## config.mk

```make
export PLATFORM = sky130hd
export DESIGN_NAME = wb_trace_tx
export DESIGN_NICKNAME = d
export VERILOG_FILES = /design/src/rtl/wb_trace_pkg.sv /design/src/rtl/wb_trace_tx_uart.sv /design/src/rtl/wb_trace_tx.sv
export SDC_FILE = /design/constraint.sdc
export NUM_CORES = 1
export LEC_CHECK = 0
export ABC_AREA = 0
export ABC_CLOCK_PERIOD_IN_PS = 4000
export BUFFER_PORTS_ARGS = -buffer_cell sky130_fd_sc_hd__buf_4
export CELL_PAD_IN_SITES_DETAIL_PLACEMENT = 0
export CELL_PAD_IN_SITES_GLOBAL_PLACEMENT = 1
export CORE_MARGIN = 2
export CORE_UTILIZATION = 50
export CTS_CLUSTER_DIAMETER = 60
export DETAILED_ROUTE_END_ITERATION = 6
export PLACE_DENSITY = 0.75
export SLEW_MARGIN = 20
export SYNTH_ARGS = -nofsm -noshare
export SYNTH_HDL_FRONTEND = slang
export SYNTH_SLANG_ARGS = --single-unit
```

## constraint.sdc

```tcl
create_clock -name clk -period 4 [get_ports clk]
set_input_delay 0.4 -clock clk [delete_from_list [all_inputs] [get_ports clk]]
set_output_delay 0.4 -clock clk [all_outputs]
set_load 0.01 [all_outputs]
```

## src/rtl/wb_trace_pkg.sv

```systemverilog
// Shared types and frame layout for the writeback commit-trace UART transmitter.
package wb_trace_pkg;

  typedef enum logic [1:0] {
    IDLE,
    LOAD,
    SEND
  } state_t;

  localparam int FRAME_BYTES = 10;
  localparam int ENTRY_W     = 69;
  localparam int UART_BITS   = 10;
  localparam int IDX_W       = $clog2(FRAME_BYTES);

  localparam int BYTE_SYNC   = 0;
  localparam int BYTE_PC0    = 1;
  localparam int BYTE_ADDR   = 5;
  localparam int BYTE_WDATA0 = 6;
  localparam int BYTE_LAST   = FRAME_BYTES - 1;

  typedef struct packed {
    logic [31:0] pc;
    logic [4:0]  addr;
    logic [31:0] wdata;
  } entry_t;

  typedef logic [FRAME_BYTES-1:0][7:0] frame_t;

  // Multi-byte fields go out most significant byte first.
  function automatic frame_t build_frame(input entry_t e, input logic [7:0] sync);
    frame_t f;
    f                  = '0;
    f[BYTE_SYNC]       = sync;
    f[BYTE_PC0]        = e.pc[31:24];
    f[BYTE_PC0 + 1]    = e.pc[23:16];
    f[BYTE_PC0 + 2]    = e.pc[15:8];
    f[BYTE_PC0 + 3]    = e.pc[7:0];
    f[BYTE_ADDR]       = {3'b000, e.addr};
    f[BYTE_WDATA0]     = e.wdata[31:24];
    f[BYTE_WDATA0 + 1] = e.wdata[23:16];
    f[BYTE_WDATA0 + 2] = e.wdata[15:8];
    f[BYTE_WDATA0 + 3] = e.wdata[7:0];
    return f;
  endfunction

endpackage

```

## src/rtl/wb_trace_tx_uart.sv

```systemverilog
// UART 8N1 byte transmitter; a new start is accepted while idle or in the
// final stop-bit cycle so consecutive bytes leave with no gap.
module uart_tx_byte
  import wb_trace_pkg::*;
#(
  parameter int CLKS_PER_BIT = 868
) (
  input  logic       clk,
  input  logic       reset,
  input  logic       start,
  input  logic [7:0] data,
  output logic       tx,
  output logic       done,
  output logic       ready
);

  localparam int CNT_W = $clog2(CLKS_PER_BIT);

  logic             active_reg;
  logic [CNT_W-1:0] cnt_reg;
  logic [3:0]       bit_reg;
  logic [8:0]       shift_reg;
  logic             tx_reg;
  logic             bit_end;

  assign bit_end = active_reg && (cnt_reg == CNT_W'(CLKS_PER_BIT - 1));
  assign done    = bit_end && (bit_reg == 4'(UART_BITS - 1));
  assign ready   = !active_reg;
  assign tx      = tx_reg;

  always_ff @(posedge clk or posedge reset) begin
    if (reset) begin
      active_reg <= 1'b0;
      cnt_reg    <= '0;
      bit_reg    <= '0;
      shift_reg  <= '1;
      tx_reg     <= 1'b1;
    end else if (start && (ready || done)) begin
      active_reg <= 1'b1;
      cnt_reg    <= '0;
      bit_reg    <= '0;
      shift_reg  <= {1'b1, data};
      tx_reg     <= 1'b0;
    end else if (done) begin
      active_reg <= 1'b0;
      tx_reg     <= 1'b1;
    end else if (bit_end) begin
      // The stop bit is the 1 pre-loaded above the data, shifted down last.
      cnt_reg    <= '0;
      bit_reg    <= bit_reg + 1'b1;
      tx_reg     <= shift_reg[0];
      shift_reg  <= {1'b1, shift_reg[8:1]};
    end else if (active_reg) begin
      cnt_reg    <= cnt_reg + 1'b1;
    end
  end

endmodule

```

## src/rtl/wb_trace_tx.sv

```systemverilog
// Captures non-r0 writeback commits into a FIFO and sends each as a 10-byte
// UART frame: sync, pc, addr, wdata.
module wb_trace_tx
  import wb_trace_pkg::*;
#(
  parameter int          CLKS_PER_BIT = 868,
  parameter int          FIFO_DEPTH   = 16,
  parameter logic [7:0]  SYNC_BYTE    = 8'hA5
) (
  input  logic                          clk,
  input  logic                          reset,
  input  logic [31:0]                   debug_wb_pc,
  input  logic                          debug_wb_rf_wen,
  input  logic [4:0]                    debug_wb_rf_addr,
  input  logic [31:0]                   debug_wb_rf_wdata,
  output logic                          tx,
  output logic                          busy,
  output logic [$clog2(FIFO_DEPTH):0]   fifo_count,
  output logic                          overflow,
  output logic [15:0]                   drop_count
);

  localparam int PTR_W = $clog2(FIFO_DEPTH);
  localparam int CNT_W = PTR_W + 1;

  entry_t            mem [FIFO_DEPTH];
  logic [PTR_W-1:0]  wr_ptr_reg, rd_ptr_reg;
  logic [CNT_W-1:0]  count_reg, count_next;
  logic              overflow_reg;
  logic [15:0]       drop_reg;

  logic [ENTRY_W-1:0] push_entry;
  logic               push_req, push_ok, drop, pop;

  state_t            state_reg, state_next;
  logic [IDX_W-1:0]  byte_idx_reg, byte_idx_next;
  frame_t            frame_reg;

  logic              uart_start, uart_done, uart_ready;
  logic [7:0]        uart_data;

  assign push_entry = {debug_wb_pc, debug_wb_rf_addr, debug_wb_rf_wdata};
  assign push_req   = debug_wb_rf_wen && (debug_wb_rf_addr != 5'd0);
  // Fullness is judged on the occupancy before any same-cycle pop.
  assign push_ok    = push_req && (count_reg < CNT_W'(FIFO_DEPTH));
  assign drop       = push_req && !push_ok;

  always_comb begin
    count_next = count_reg;
    case ({push_ok, pop})
      2'b10:   count_next = count_reg + 1'b1;
      2'b01:   count_next = count_reg - 1'b1;
      default: count_next = count_reg;
    endcase
  end

  always_ff @(posedge clk) begin
    if (push_ok) mem[wr_ptr_reg] <= entry_t'(push_entry);
  end

  always_ff @(posedge clk or posedge reset) begin
    if (reset) begin
      wr_ptr_reg   <= '0;
      rd_ptr_reg   <= '0;
      count_reg    <= '0;
      overflow_reg <= 1'b0;
      drop_reg     <= '0;
    end else begin
      if (push_ok) wr_ptr_reg <= wr_ptr_reg + 1'b1;
      if (pop)     rd_ptr_reg <= rd_ptr_reg + 1'b1;
      count_reg <= count_next;
      if (drop) begin
        overflow_reg <= 1'b1;
        if (drop_reg != 16'hFFFF) drop_reg <= drop_reg + 1'b1;
      end
    end
  end

  always_comb begin
    state_next    = state_reg;
    byte_idx_next = byte_idx_reg;
    uart_start    = 1'b0;
    pop           = 1'b0;
    case (state_reg)
      IDLE: begin
        if (count_reg != '0) begin
          pop        = 1'b1;
          state_next = LOAD;
        end
      end
      LOAD: begin
        byte_idx_next = '0;
        state_next    = SEND;
      end
      SEND: begin
        // Chaining the next byte on done keeps the bytes of a frame contiguous.
        if (uart_done) begin
          if (byte_idx_reg == IDX_W'(BYTE_LAST)) begin
            state_next = IDLE;
          end else begin
            byte_idx_next = byte_idx_reg + 1'b1;
            uart_start    = 1'b1;
          end
        end else if (uart_ready) begin
          uart_start = 1'b1;
        end
      end
      default: state_next = IDLE;
    endcase
    uart_data = frame_reg[byte_idx_next];
  end

  always_ff @(posedge clk or posedge reset) begin
    if (reset) begin
      state_reg    <= IDLE;
      byte_idx_reg <= '0;
      frame_reg    <= '0;
    end else begin
      state_reg    <= state_next;
      byte_idx_reg <= byte_idx_next;
      if (pop) frame_reg <= build_frame(mem[rd_ptr_reg], SYNC_BYTE);
    end
  end

  uart_tx_byte #(
    .CLKS_PER_BIT(CLKS_PER_BIT)
  ) u_uart (
    .clk   (clk),
    .reset (reset),
    .start (uart_start),
    .data  (uart_data),
    .tx    (tx),
    .done  (uart_done),
    .ready (uart_ready)
  );

  assign busy       = (count_reg != '0) || (state_reg != IDLE);
  assign fifo_count = count_reg;
  assign overflow   = overflow_reg;
  assign drop_count = drop_reg;

endmodule

```

Yosys cells after proc, flatten, opt, wreduce, memory -nomap -nowiden. Memory sizes are Yosys's and may differ from the RTL's. A register that Yosys moved wholly into a read port is not among the register bits. Index checks and enable logic that the tools add are counted.

RAM bits: 1104. Bits of input ports: 72. Memories: 1. Output and inout bits: 24. Bits in registers: 62. Logic and storage cells: 92.

Add/subtract/negate cells: 8. $lt $le $gt $ge: 2. Equality and inequality tests: 12. Multiplexer cells: 33. Reductions and logical operators: 23.

Memory list: mem (words 16, bits a word 69, rd ports 1, clocked after Yosys merged registers in 1, wr ports 1, RTL line wb_trace_tx.sv:26) `entry_t mem [FIFO_DEPTH];`.

Operators with widths (number): $mux W10 (4); $bmux W8 S4 (1); $mux W9 (3); $mux W4 (5); $add A16 B1 Y16 const B (1); $add A4 B1 Y4 const B (4); $ne A16 B16 Y1 const B (1); $mux W1 (13); $add A10 B1 Y10 const B (1); $eq A10 B10 Y1 const B (1); $pmux W5 S2 (1); $reduce_bool A5 Y1 (2); $eq A4 B4 Y1 const B (2); $mux W8 (1); $pmux W4 S2 (1); $reduce_bool A2 Y1 (4); $logic_and A1 B1 Y1 (6); $mux W2 (3); $ne A2 B2 Y1 const B (3); $pmux W2 S3 (1); $reduce_and A2 Y1 (3); $reduce_bool A3 Y1 (2); $add A5 B1 Y5 const B (1); $lt A4 B5 Y1 const B (1); other kinds (9) (13).

Logic depth before layout (Yosys ltp). Gate-level depths: netlist (run 1).

Word-level depth: 8. Mapped depth: 14. Gate-level depth less buffers: 13.

Hierarchy. From an unflattened synthesis (run 1), not the netlist that was laid out.

Cell total of the unflattened synthesis: 2343. Area, all modules: 48195.0 sq um.

Modules (own cells, without submodules): wb_trace_tx (cells an instance 2212, times used 1, seq. area each 35804.3 sq um, area an instance 46893.7 sq um); uart_tx_byte (cells an instance 131, times used 1, seq. area each 611.8 sq um, area an instance 1301.2 sq um).

Worst setup path after synthesis (run 1). OpenSTA, ideal clock, no wires.

Path kind: input port to flip-flop. Start point: in debug_wb_rf_addr[3]. End point: mem mem[10][0] in the netlist's numbering (enable). Data required time: 3.566 ns. Library setup time: 0.434 ns. Setup slack: 0.621 ns. Cell stages on the path: 6. Path buffers: 0. Arrival time: 2.945 ns. Cells stage by stage: or4_1 o21ai_0 nor2_1 inv_1 nor3b_1 and2_1.

Word-level cells in the longest chain between the ends: 5.

RTL lines: start, declared (RTL line wb_trace_tx.sv:14) `input logic [4:0] debug_wb_rf_addr,`; $reduce_bool A5 Y1 (RTL line wb_trace_tx.sv:43) `assign push_req = debug_wb_rf_wen && (debug_wb_rf_addr != 5'd0);`; $logic_and A1 B1 Y1 (RTL line wb_trace_tx.sv:43); $logic_and A1 B1 Y1 (RTL line wb_trace_tx.sv:45) `assign push_ok = push_req && (count_reg < CNT_W'(FIFO_DEPTH));`; $mux W1 (RTL line wb_trace_tx.sv:58) `if (push_ok) mem[wr_ptr_reg] <= entry_t'(push_entry);`; $mux W1 (implied by the code) (RTL line wb_trace_tx.sv:58); end, declared (RTL line wb_trace_tx.sv:26).

Every way passes these cells.

Worst setup path in the final report (run 1).
Start point: reg u_uart.bit_reg[1]. End point: reg u_uart.shift_reg[4].

Word-level cells in the longest chain between the ends: 7. Elaborated cells between the ends (all ways): 14. Classes of those cells: eq/ne: 2; mux: 7; reduce/logical: 5.

RTL lines: start, declared (RTL line wb_trace_tx_uart.sv:21) `logic [3:0] bit_reg;`; start signal, assigned (RTL line wb_trace_tx_uart.sv:50) `bit_reg <= bit_reg + 1'b1;`; $eq A4 B4 Y1 * (RTL line wb_trace_tx_uart.sv:27) `assign done = bit_end && (bit_reg == 4'(UART_BITS - 1));`; $logic_and A1 B1 Y1 * (RTL line wb_trace_tx_uart.sv:27); $mux W4 or $mux W1 (tied branches) (RTL line wb_trace_tx.sv:97) `if (uart_done) begin`; $pmux W4 S2 or $mux W1 (tied branches) (RTL line wb_trace_tx.sv:84) `case (state_reg)`; $bmux W8 S4 or $logic_and A1 B1 Y1 (tied branches) (RTL line wb_trace_tx.sv:110, wb_trace_tx_uart.sv:38); $mux W8 (implied by the code), or another cell as far along (RTL line wb_trace_tx.sv:110) `uart_data = frame_reg[byte_idx_next];`; $mux W9 or $reduce_and A2 Y1 (tied branches); end signal, assigned (RTL line wb_trace_tx_uart.sv:42) `shift_reg <= {1'b1, data};`; end signal, assigned (RTL line wb_trace_tx_uart.sv:52) `shift_reg <= {1'b1, shift_reg[8:1]};`; end, declared (RTL line wb_trace_tx_uart.sv:22) `logic [8:0] shift_reg;`.

Every way passes the cells marked *; elsewhere a longest branch is shown, timed or not. The select of a mux whose other input is x is not followed. A chain may end at the register's enable or synchronous reset.

==> results.md, run 1 <==
* Starting density of the core at 50.4%
* Final ANT Viol Nets at 0
* Skew final at 0.0249 ns
* Worst hold-check path type: in -> reg
* Vias in the first global route at 23.6k
* Post-Route WL at 104000 um
* Final worst-path cycle share at 93.5%
* Ys flop type: edfxtp_1
* P_int at 26.9 mW
* Max reg flops at 1104
* P&R area growth vs syn at 15.5%
* Unique cell type count in the Yosys netlist at 76
* Clock power frac at 29.6%
* Lkg Pwr at 18.1 nW
* Num rows at 113
* First-pass GRT wire length at 156000 um
* Hold_ws at 0.0342 ns
* Share of total power in combinational logic at 26.8%
* Layout Utilization at 58.2%
* CTS buffer count at 120
* Max stage delay on crit path at 0.84 ns
* Crit start category: register
* Sw Share at 28.1%
* Critical path fanouts, max at 14
* Fmax at 0.267 GHz
* Clk pin slew, worst setup/hold paths at 0.06 ns
* Warnings from Yosys at 0
* VDD IR max at 0.411 mV
* Final setup vio count at 0
* CP Cell Sequence: inv_1, ha_1, nand3b_1, nor4_2, nand2_2, a311oi_4, inv_4, and2_1, a2111oi_0, o32ai_1
* Commonest non-fill, non-tap cell in the layout: edfxtp_1
* Leading area contributor after synthesis: edfxtp_1
* Synthesized area at 47800 um^2
* Largest net degree at the start of global routing at 82
* Clock Path Buffers at 3
* Most frequent cells in the layout: 1104 x edfxtp_1, 333 x mux4_2, 124 x clkbuf_16, 124 x buf_4, 118 x dfrtp_1
* Die X-Extent at 313 um
* Net switching power at 10.5 mW
* DR WL/cell at 27.7 um
* Setup Crit Path Kind: reg -> reg
* Core Area at 94900 um^2
* Fraction of registers with async set/reset at 10.5%
* Hold Fails Final Rpt at 0
* TritonCTS clock tree: done
* Vias at 22.6k
* Clock tree sinks at 1234
* IO buf count at 95
* Pwr per Cell Area at 676 nW/um^2
* H-tree levels at 3
* Setup TNS at 0 ns
* Hold-fix buffers at CTS at 63
* Pre-antenna DRT Iters at 5
* Mapped Cells at 2136
* Mean number of vias per cell at 6.03
* Tot Pwr at 37.4 mW
* Outcome: completed
* Antenna violations before repair at 1
* Share of cells above drive strength 1 at 31.8%
* Final GP Congestion at 0.878
* Crit path DAT at 4.32 ns
* Crit end category: register
* Final Max Slew Viols at 0
* Clk root buf: clkbuf_16
* Later-pin clock latency in the skew report at 0.71 ns
* GRT Total Usage at 21.6%
* Post-Syn Area per Cell at 22.4 um^2
* HPWL Detailed at 60100 um
* Slew HR at 27.2%
* DRC errors left at 0
* Gr ovfl total at 0
* Largest cells by area after synthesis: edfxtp_1 69%, mux4_2 16%, dfrtp_1 6.3%
* Diode count at 0
* Max Cap Viol at 0
* RSZ-0062 raised after global routing: false
* FF+latch count, synth at 1234
* Fin worst setup slack at 0.261 ns
* Total Nets Final at 2471
* Setup repair bufs after CTS at 0
* # fillers at 6667
* Worst-margin pin slew at 1.06 ns
* Die Y at 313 um
* Syn_nets at 2228
* Share of the yosys chip area belonging to registers at 76.1%
* Sequential Power Share at 43.6%
* Dpl ws at 0.409 ns
* Share of the synthesized area in the top cell type at 69.3%
* Post-CTS sizing at 0
* Die area at 98100 um^2
* Number of top-level pins at 96
* EDFF count, synth at 1104
* Period minus WS final at 3.74 ns
* Drt first-iter violations at 2366
* Required @ worst endpoint at 4.58 ns
* Crit path max-delay cell type: a2111oi_0
-- cells in the mapped netlist, types with 12 or more instances --
master,instances
mux4_2,333
xor2_1,12
mux2i_1,31
ha_1,19
edfxtp_1,1104
o221ai_1,14
nand2_1,66
and2_1,19
dfrtp_1,121
xnor2_1,18
nand3_1,19
clkbuf_1,60
buf_1,26
o21ai_0,26
buf_2,12
inv_1,19
nor3_1,13
mux2_2,71
a21oi_1,13
nor2_1,24
-- path summary, 6_finish.rpt --
kind	end	slack (ns)	startpoint	cells after the start
min in group asynchronous	drop_count[9]$_DFFE_PP0P_	0.40	reset	3
min	mem[10][53]$_DFFE_PP_	0.03	debug_wb_pc[16]	1
max in group asynchronous	u_uart.shift_reg[4]$_DFFE_PP1P_	2.63	reset	4
max	u_uart.shift_reg[4]$_DFFE_PP1P_	0.26	u_uart.bit_reg[1]$_DFFE_PP0P_	10
max reg2reg	u_uart.shift_reg[4]$_DFFE_PP1P_	0.26	u_uart.bit_reg[1]$_DFFE_PP0P_	10
min reg2reg	frame_reg[0]$_DFFE_PP0P_	0.48	frame_reg[0]$_DFFE_PP0P_	1
-- area by class of cell --
class / instances / area, um^2 / share of cell area, %
clock buffers: 146 / 3210 / 5.81
clock inverters: 80 / 666 / 1.21
inverters: 23 / 97.6 / 0.177
multi-input cells: 776 / 10900 / 19.8
flip-flops and latches: 1234 / 36400 / 66.0
well taps: 1265 / 1580 / 2.87
repair buffers: 224 / 2300 / 4.17
-- critical path: cells and delay by family (launching register included) --
family,cells,cell delay [ns]
adders and majority gates,1,0.17
AOI/OAI and AO/OA,3,1.78
buffers and inverters,2,0.32
and+or+nand+nor,4,0.94
DFF,1,0.41
-- layer usage --
| layer | up-vias | GRT usage, % | wire length, um |
|---|---|---|---|
| met5 | - | 0 | 0 |
| met4 | 0 | 4.97 | 1660 |
| met3 | 122 | 3.24 | 6780 |
| met2 | 837 | 35.4 | 52100 |
| met1 | 12200 | 31.2 | 43300 |
| li1 | 9431 | - | - |
-- metrics by stage --
| stage | instance area, um^2 | cells |
|---|---|---|
| final | 55200 | 3748 |
| after global routing | 55200 | 3748 |
| after CTS | 55200 | 3748 |
| after detailed placement | 50700 | 3459 |
| after global placement | 50700 | 3459 |
| after floorplan | 47800 | 2136 |
-- power groups by stage --
stage                     Combinational (mW)  Sequential, mW  Clock [mW]
after CTS                               10.3            16.3        11.2
final                                   10.0            16.3        11.0
after global placement                  9.96            16.5           0
after global routing                    10.7            16.4        11.7
after detailed placement                10.1            16.6           0
after floorplan                         7.16            16.0           0
-- cell families (layout without fill, tap and decap cells) --
| family | after synthesis | after routing | share of synthesized area, % |
|---|---|---|---|
| adders and majority gates | 20 | 20 | 0.539 |
| and+or+nand+nor | 184 | 184 | 2.01 |
| xor gates and xnor gates | 30 | 30 | 0.549 |
| AOI/OAI and AO/OA | 103 | 103 | 1.54 |
| DFF | 1234 | 1234 | 76.1 |
| muxes | 439 | 439 | 18.1 |
| buffers and inverters | 126 | 473 | 1.11 |
(Power assumes the default switching activity.)
==> inputs of run 2 (changes only) <==
Settings changed: PLACE_DENSITY 0.75 to 0.77, RECOVER_POWER set to 25, SYNTH_HIERARCHICAL set to 1.
==> results.md, run 2 <==
* Outcome: completed (unchanged)
* Largest cells by area after synthesis: edfxtp_1 69%, mux4_2 15%, dfrtp_1 6.3% (was edfxtp_1 69%, mux4_2 16%, dfrtp_1 6.3%)
* Clk root buf: clkbuf_16 (unchanged)
* Number of top-level pins at 96 (unchanged)
* Required @ worst endpoint at 4.62 ns (was 4.58 ns)
* Die Y at 314 um (was 313 um)
* Flop2flop setup slack at 0.37 ns (was 0.26 ns)
* Most frequent cell after synthesis: edfxtp_1 (unchanged)
* GRT Total Usage at 22.4% (was 21.6%)
* Final Non-Filler Cells at 3940 (was 3748)
* Reg2reg path depth at 13 (was 10)
* Reg-to-Reg End: u_uart/shift_reg[0]$_DFFE_PP1P_ (was u_uart.shift_reg[4]$_DFFE_PP1P_)
* Leading area contributor after synthesis: edfxtp_1 (unchanged)
* Crit start category: register (unchanged)
* Crit end category: register (unchanged)
* Drt first-iter violations at 2788 (was 2366)
* Worst-margin pin slew at 1.25 ns (was 1.06 ns)
* Final ANT Viol Nets at 0 (unchanged)
* Skew final at 0.0343 ns (was 0.0249 ns)
* Slew HR at 16.2% (was 27.2%)
* Pwr per Cell Area at 681 nW/um^2 (was 676 nW/um^2)
* Tot Pwr at 37.5 mW (was 37.4 mW)
* Vias at 23.7k (was 22.6k)
* Largest net degree at the start of global routing at 125 (was 82)
* P&R area growth vs syn at 14.4% (was 15.5%)
* Placed cells at 3644 (was 3459)
* Period minus WS final at 3.63 ns (was 3.74 ns)
* DR WL/cell at 27.5 um (was 27.7 um)
* Total Nets Final at 2659 (was 2471)
* Hold Crit Start: debug_wb_rf_wen (was debug_wb_pc[16])
* Crit path DAT at 4.25 ns (was 4.32 ns)
* Max Cap Viol at 0 (unchanged)
* Post-Layout Inst Area at 55100 um^2 (was 55200 um^2)
* Clk pin slew, worst setup/hold paths at 0.06 ns (about the same)
* Warnings from Yosys at 6 (was 0)
* Gr ovfl total at 0 (unchanged)
* Crit path from: u_uart/cnt_reg[0]$_DFFE_PP0P_ (was u_uart.bit_reg[1]$_DFFE_PP0P_)
* Syn_nets at 2434 (was 2228)
* Commonest non-fill, non-tap cell in the layout: edfxtp_1 (unchanged)
* Final worst-path cycle share at 90.7% (was 93.5%)
* Final setup vio count at 0 (unchanged)
* Post-synth top cells: 1104 x edfxtp_1, 311 x mux4_2, 231 x nand2_1 (was 1104 x edfxtp_1, 333 x mux4_2, 121 x dfrtp_1)
* Setup TNS at 0 ns (unchanged)
* Starting density of the core at 50.6% (was 50.4%)
* Critical path fanouts, max at 27 (was 14)
* Worst hold-check path type: in -> reg (unchanged)
* Share of the yosys chip area belonging to registers at 75.6% (was 76.1%)
* Final Max Slew Viols at 0 (unchanged)
* Fraction of registers with async set/reset at 10.5% (unchanged)
* Hold Fails Final Rpt at 0 (unchanged)
* RSZ-0062 raised after global routing: false (unchanged)
* Synthesized area at 48200 um^2 (was 47800 um^2)
* Layout Utilization at 57.8% (was 58.2%)
* Lkg Pwr at 18.3 nW (was 18.1 nW)
* H-tree levels at 3 (unchanged)
* Post-Route WL at 109000 um (was 104000 um)
* Unique cell type count in the Yosys netlist at 78 (was 76)
* Die area at 98900 um^2 (was 98100 um^2)
* DP Area at 50800 um^2 (was 50700 um^2)
* Post-Syn Area per Cell at 20.6 um^2 (was 22.4 um^2)
* HPWL Detailed at 61200 um (was 60100 um)
* Final GP Congestion at 0.885 (was 0.878)
* IO buf count at 95 (unchanged)
* Most frequent cells in the layout: 1104 x edfxtp_1, 311 x mux4_2, 231 x nand2_1 (was 1104 x edfxtp_1, 333 x mux4_2, 124 x clkbuf_16, 124 x buf_4, 118 x dfrtp_1)
* Die X-Extent at 314 um (was 313 um)
* Fmax at 0.276 GHz (was 0.267 GHz)
* Ys flop type: edfxtp_1 (unchanged)
* Later-pin clock latency in the skew report at 0.71 ns (about the same)
* RR Startpoint: u_uart/cnt_reg[0]$_DFFE_PP0P_ (was u_uart.bit_reg[1]$_DFFE_PP0P_)
* Vias in the first global route at 24.5k (was 23.6k)
* CTS buffer count at 120 (unchanged)
* TritonCTS clock tree: done (unchanged)
* DRC errors left at 0 (unchanged)
* Worst Setup EP: u_uart/shift_reg[0]$_DFFE_PP1P_ (was u_uart.shift_reg[4]$_DFFE_PP1P_)
* Clock tree sinks at 1234 (unchanged)
* Mean number of vias per cell at 6.01 (was 6.03)
* Share of the synthesized area in the top cell type at 68.8% (was 69.3%)
* Hold path depth at 3 (was 1)
* VDD IR max at 0.756 mV (was 0.411 mV)
* Max reg flops at 1104 (unchanged)
* First-pass GRT wire length at 162000 um (was 156000 um)
* Num rows at 113 (unchanged)
* Core Area at 95300 um^2 (was 94900 um^2)
* Setup Crit Path Kind: reg -> reg (unchanged)
* Clock Path Buffers at 3 (unchanged)
* Antenna violations before repair at 3 (was 1)
* FF+latch count, synth at 1234 (unchanged)
* Share of cells above drive strength 1 at 24.4% (was 31.8%)
* EDFF count, synth at 1104 (unchanged)
* Mapped Cells at 2343 (was 2136)
* Pre-antenna DRT Iters at 5 (unchanged)
run 2: cell count changes after synthesis, sizes merged, moves of 6 or more:
cell / previous run / this run
o21ai: 33 / 57
xor2: 12 / 18
nand3: 19 / 26
buf: 43 / 73
mux4: 333 / 311
nor2: 25 / 38
mux2i: 31 / 39
a21oi: 13 / 35
clkbuf: 60 / 45
mux2: 75 / 9
nand2: 67 / 233
o221ai: 14 / 33
run 2: kinds of logic (layout without fill, tap and decap cells):
kind of cell / count (synthesis) / in the layout / synth area share, %
other cells: 0 / 1 / 0
mux: 359 / 359 / 15.6
flops: 1234 / 1234 / 75.6
compound gates: 187 / 187 / 2.71
buf+inv: 140 / 471 / 1.58
xor+xnor: 38 / 38 / 0.706
fa+ha+maj: 19 / 19 / 0.493
simple gates: 366 / 366 / 3.40
run 2: area by class of cell:
class / count / area [um^2]
Clock inverter: 76 / 588
Sequential cell: 1234 / 36400
Clock buffer: 152 / 3230
Fill cell: 6972 / 40200
Tap cell: 1265 / 1580
Inverter: 22 / 90.1
Timing Repair Buffer: 221 / 2140
Multi-Input combinational cell: 969 / 11100
Antenna cell: 1 / 2.50
run 2: routing by layer:
layer / wire, um / global-route usage (%) / up-vias
met5: 24 / 0 / -
met3: 8040 / 4.06 / 147
met1: 44600 / 31.8 / 12600
met2: 53500 / 36.2 / 911
li1: - / - / 10000
met4: 2360 / 5.91 / 4
run 2: stage by stage:
stage          hold slack (ns)  setup slack (ns)
2_1_floorplan            0.408             0.592
3_3_place_gp             0.423             0.468
3_5_place_dp             0.428             0.355
4_1_cts                0.00115             0.327
5_1_grt                  0.134             0.104
6_report                 0.107             0.372
run 2: how the worst min path moves through the flow:
| stage | end |
|---|---|
| 2_1_floorplan | u_uart/active_reg$_DFFE_PP0P_ |
| 3_3_place_gp | fifo_count[4]$_DFFE_PP0P_ |
| 3_5_place_dp | fifo_count[4]$_DFFE_PP0P_ |
| 4_1_cts | mem[3][32]$_DFFE_PP_ |
| 5_1_grt | overflow$_DFFE_PP0P_ |
| 6_report | overflow$_DFFE_PP0P_ |
run 2: where the power goes:
part	internal (mW)	switching [mW]
Sequential	15.3	0.922
Clock	6.21	4.69
Combinational	4.79	5.59
Total	26.3	11.2
run 2: repair_timing:
item                                    in CTS  in global routing
setup buffers                                0                  0
endpoints found under the setup margin       0                  7
hold endpoints to repair                  1044                  0
resized for setup                            0                  2
hold buffers                                67                  0
run 2: critical path: stages, from the launching register on:
cell,delay (ns)
dfrtp_1,0.43
ha_1,0.24
and4bb_4,0.31
nand4_1,0.17
nor2_2,0.36
a21bo_2,0.22
o211ai_2,0.17
nand2_2,0.27
clkinv_2,0.41
mux2_2,0.43
a32oi_1,0.19
nand3_1,0.10
a21oi_1,0.16
a21oi_1,0.09
==> inputs of run 3 (changes only) <==
Settings changed: CORE_MARGIN 2 to 5.
==> results.md, run 3 (synthesized netlist as in run 2, its figures left out) <==
* Outcome: completed (unchanged)
* RR Startpoint: u_uart/cnt_reg[0]$_DFFE_PP0P_ (unchanged)
* Hold Fails Final Rpt at 0 (unchanged)
* VDD IR max at 0.487 mV (was 0.756 mV)
* Total Nets Final at 2661 (was 2659)
* Gr ovfl total at 0 (unchanged)
* Crit start category: input pin (was register)
* Endpoint of the worst hold path: overflow$_DFFE_PP0P_ (unchanged)
* Vias in the first global route at 24.6k (was 24.5k)
* Crit end category: register (unchanged)
* Setup Crit Path Kind: in -> reg (was reg -> reg)
* Required @ worst endpoint at 4.33 ns (was 4.62 ns)
* Later-pin clock latency in the skew report at 0.70 ns (was 0.71 ns)
* Share of cells above drive strength 1 at 24.4% (about the same)
* Slew HR at 40.7% (was 16.2%)
* Post-Route WL at 107000 um (was 109000 um)
* Final ANT Viol Nets at 0 (unchanged)
* # fillers at 6905 (was 6972)
* Hold Crit Start: debug_wb_rf_wen (unchanged)
* DR WL/cell at 27.1 um (was 27.5 um)
* Fmax at 0.268 GHz (was 0.276 GHz)
* Final worst-path cycle share at 93.2% (was 90.7%)
* Clk pin slew, worst setup/hold paths at 0.06 ns (about the same)
* First-pass GRT wire length at 162000 um (about the same)
* Pre-antenna DRT Iters at 5 (unchanged)
* Starting density of the core at 50.6% (unchanged)
* Lkg Pwr at 18.2 nW (was 18.3 nW)
* Final GP Congestion at 0.854 (was 0.885)
* Commonest non-fill, non-tap cell in the layout: edfxtp_1 (unchanged)
* HPWL Detailed at 61600 um (was 61200 um)
* Clock tree sinks at 1234 (unchanged)
* Skew final at 0.0233 ns (was 0.0343 ns)
* Flop2flop setup slack at 0.41 ns (was 0.37 ns)
* Final setup vio count at 0 (unchanged)
* Worst-margin pin slew at 0.889 ns (was 1.25 ns)
* Max stage delay on crit path at 0.56 ns (was 0.43 ns)
* GRT Total Usage at 20.9% (was 22.4%)
* Number of top-level pins at 96 (unchanged)
* Critical path fanouts, max at 22 (was 27)
* Clk root buf: clkbuf_16 (unchanged)
* Max reg flops at 1104 (unchanged)
* Pwr per Cell Area at 674 nW/um^2 (was 681 nW/um^2)
* Die area at 103000 um^2 (was 98900 um^2)
* Reg-to-Reg End: u_uart/shift_reg[6]$_DFFE_PP1P_ (was u_uart/shift_reg[0]$_DFFE_PP1P_)
* TritonCTS clock tree: done (unchanged)
* Most frequent cells in the layout: 1104 x edfxtp_1, 311 x mux4_2, 231 x nand2_1 (unchanged)
* Die X-Extent at 320 um (was 314 um)
* Antenna violations before repair at 3 (unchanged)
* RSZ-0062 raised after global routing: false (unchanged)
* Num rows at 113 (unchanged)
* Max Cap Viol at 0 (unchanged)
* Reg area at 36400 um^2 (unchanged)
* Drt first-iter violations at 2455 (was 2788)
* Fin worst setup slack at 0.272 ns (was 0.372 ns)
* Largest net degree at the start of global routing at 104 (was 125)
* H-tree levels at 3 (unchanged)
* Crit path DAT at 4.05 ns (was 4.25 ns)
* Setup TNS at 0 ns (unchanged)
* Crit path max-delay cell type: dlygate4sd3_1 (was dfrtp_1)
* Worst hold-check path type: in -> reg (unchanged)
* Period minus WS final at 3.73 ns (was 3.63 ns)
* Core Area at 95300 um^2 (unchanged)
* Die Y at 320 um (was 314 um)
* CTS buffer count at 121 (was 120)
* Final Max Slew Viols at 0 (unchanged)
* Dpl ws at 0.317 ns (was 0.355 ns)
* Reg2reg path depth at 13 (unchanged)
* Setup repair bufs after CTS at 0 (unchanged)
* IO buf count at 95 (unchanged)
* Hold path depth at 3 (unchanged)
* Mean number of vias per cell at 5.99 (was 6.01)
* DRC errors left at 0 (unchanged)
* Vias at 23.6k (was 23.7k)
* Clock Path Buffers at 3 (unchanged)
* P&R area growth vs syn at 14.0% (was 14.4%)
* CP Cell Sequence: dlygate4sd3_1, clkbuf_1, or4_1, o21ai_0, nor2_1, inv_1, nor3b_1, and2_4, buf_4 (was ha_1, and4bb_4, nand4_1, nor2_2, a21bo_2, o211ai_2, nand2_2, clkinv_2, mux2_2, a32oi_1, nand3_1, a21oi_1, a21oi_1)
* Multi-input gate area at 11100 um^2 (unchanged)
## run 3: cell types whose count changed in the layout (fill, tap and decap cells not counted), sizes merged, moves of 3 or more
| cell | delta |
|---|---|
| inv | +4 |
| bufinv | -3 |
| clkinvlp | +3 |
| clkbuf | -9 |
## run 3: per-layer routing
layer  GRT usage (%)  vias up  share of wire, %
met5               0        -            0.0066
met4            4.64        2               1.8
met3            3.39      144               6.1
met2            33.4      747                49
met1            31.0    12700                43
li1                -    10000                 -
## run 3: worst max-delay path: cells and delay by family
kind | cells | cell delay, ns
AND/OR/NAND/NOR | 4 | 1.78
buffers and inverters | 4 | 1.71
AO/OA/AOI/OAI | 1 | 0.13
## run 3: report_power, final
group / switching (mW) / leakage (nW) / internal, mW
registers: 0.851 / 11.5 / 15.3
clock network: 4.71 / 1.80 / 5.87
logic: 5.55 / 4.85 / 4.70
## run 3: through the flow
stage	power [mW]	instance area (um^2)	utilization (%)	cells	hold slack, ns
2_1_floorplan	23.5	48200	-	2343	0.408
3_3_place_gp	26.6	50800	53.3	3645	0.456
3_5_place_dp	26.8	50800	53.3	3645	0.457
4_1_cts	37.5	55100	57.9	3934	0.00704
5_1_grt	38.7	55000	57.7	3934	0.139
6_report	37.0	55000	57.7	3936	0.137
## run 3: final cells by class
cell class	instances	share of cell area, %
clock buffer	141	5.65
multi-input combinational	969	20.1
timing repair buffer	222	3.82
clock inverter	81	1.07
sequential	1234	66.3
tap	1265	2.88
inverter	22	0.166
antenna	2	0.00911
## run 3: how the worst max path moves through the flow
stage                                             start                         endpoint  slack (ns)  cells after the start
after floorplan                     debug_wb_rf_addr[3]             mem[10][0]$_DFFE_PP_        0.59                      6
after global placement    u_uart/cnt_reg[0]$_DFFE_PP0P_  u_uart/shift_reg[5]$_DFFE_PP1P_        0.45                     13
after detailed placement  u_uart/cnt_reg[0]$_DFFE_PP0P_  u_uart/shift_reg[6]$_DFFE_PP1P_        0.32                     13
after CTS                 u_uart/cnt_reg[0]$_DFFE_PP0P_  u_uart/shift_reg[6]$_DFFE_PP1P_        0.30                     13
after global routing      u_uart/cnt_reg[0]$_DFFE_PP0P_  u_uart/shift_reg[3]$_DFFE_PP1P_        0.12                     13
final                               debug_wb_rf_addr[2]             mem[8][40]$_DFFE_PP_        0.27                      9
## run 3: timing repair
action | CTS | global route
setup endpoints to repair | 0 | 4
gates resized for setup | 0 | 1
endpoints found under the hold margin | 1036 | 0
hold buffers | 67 | 0
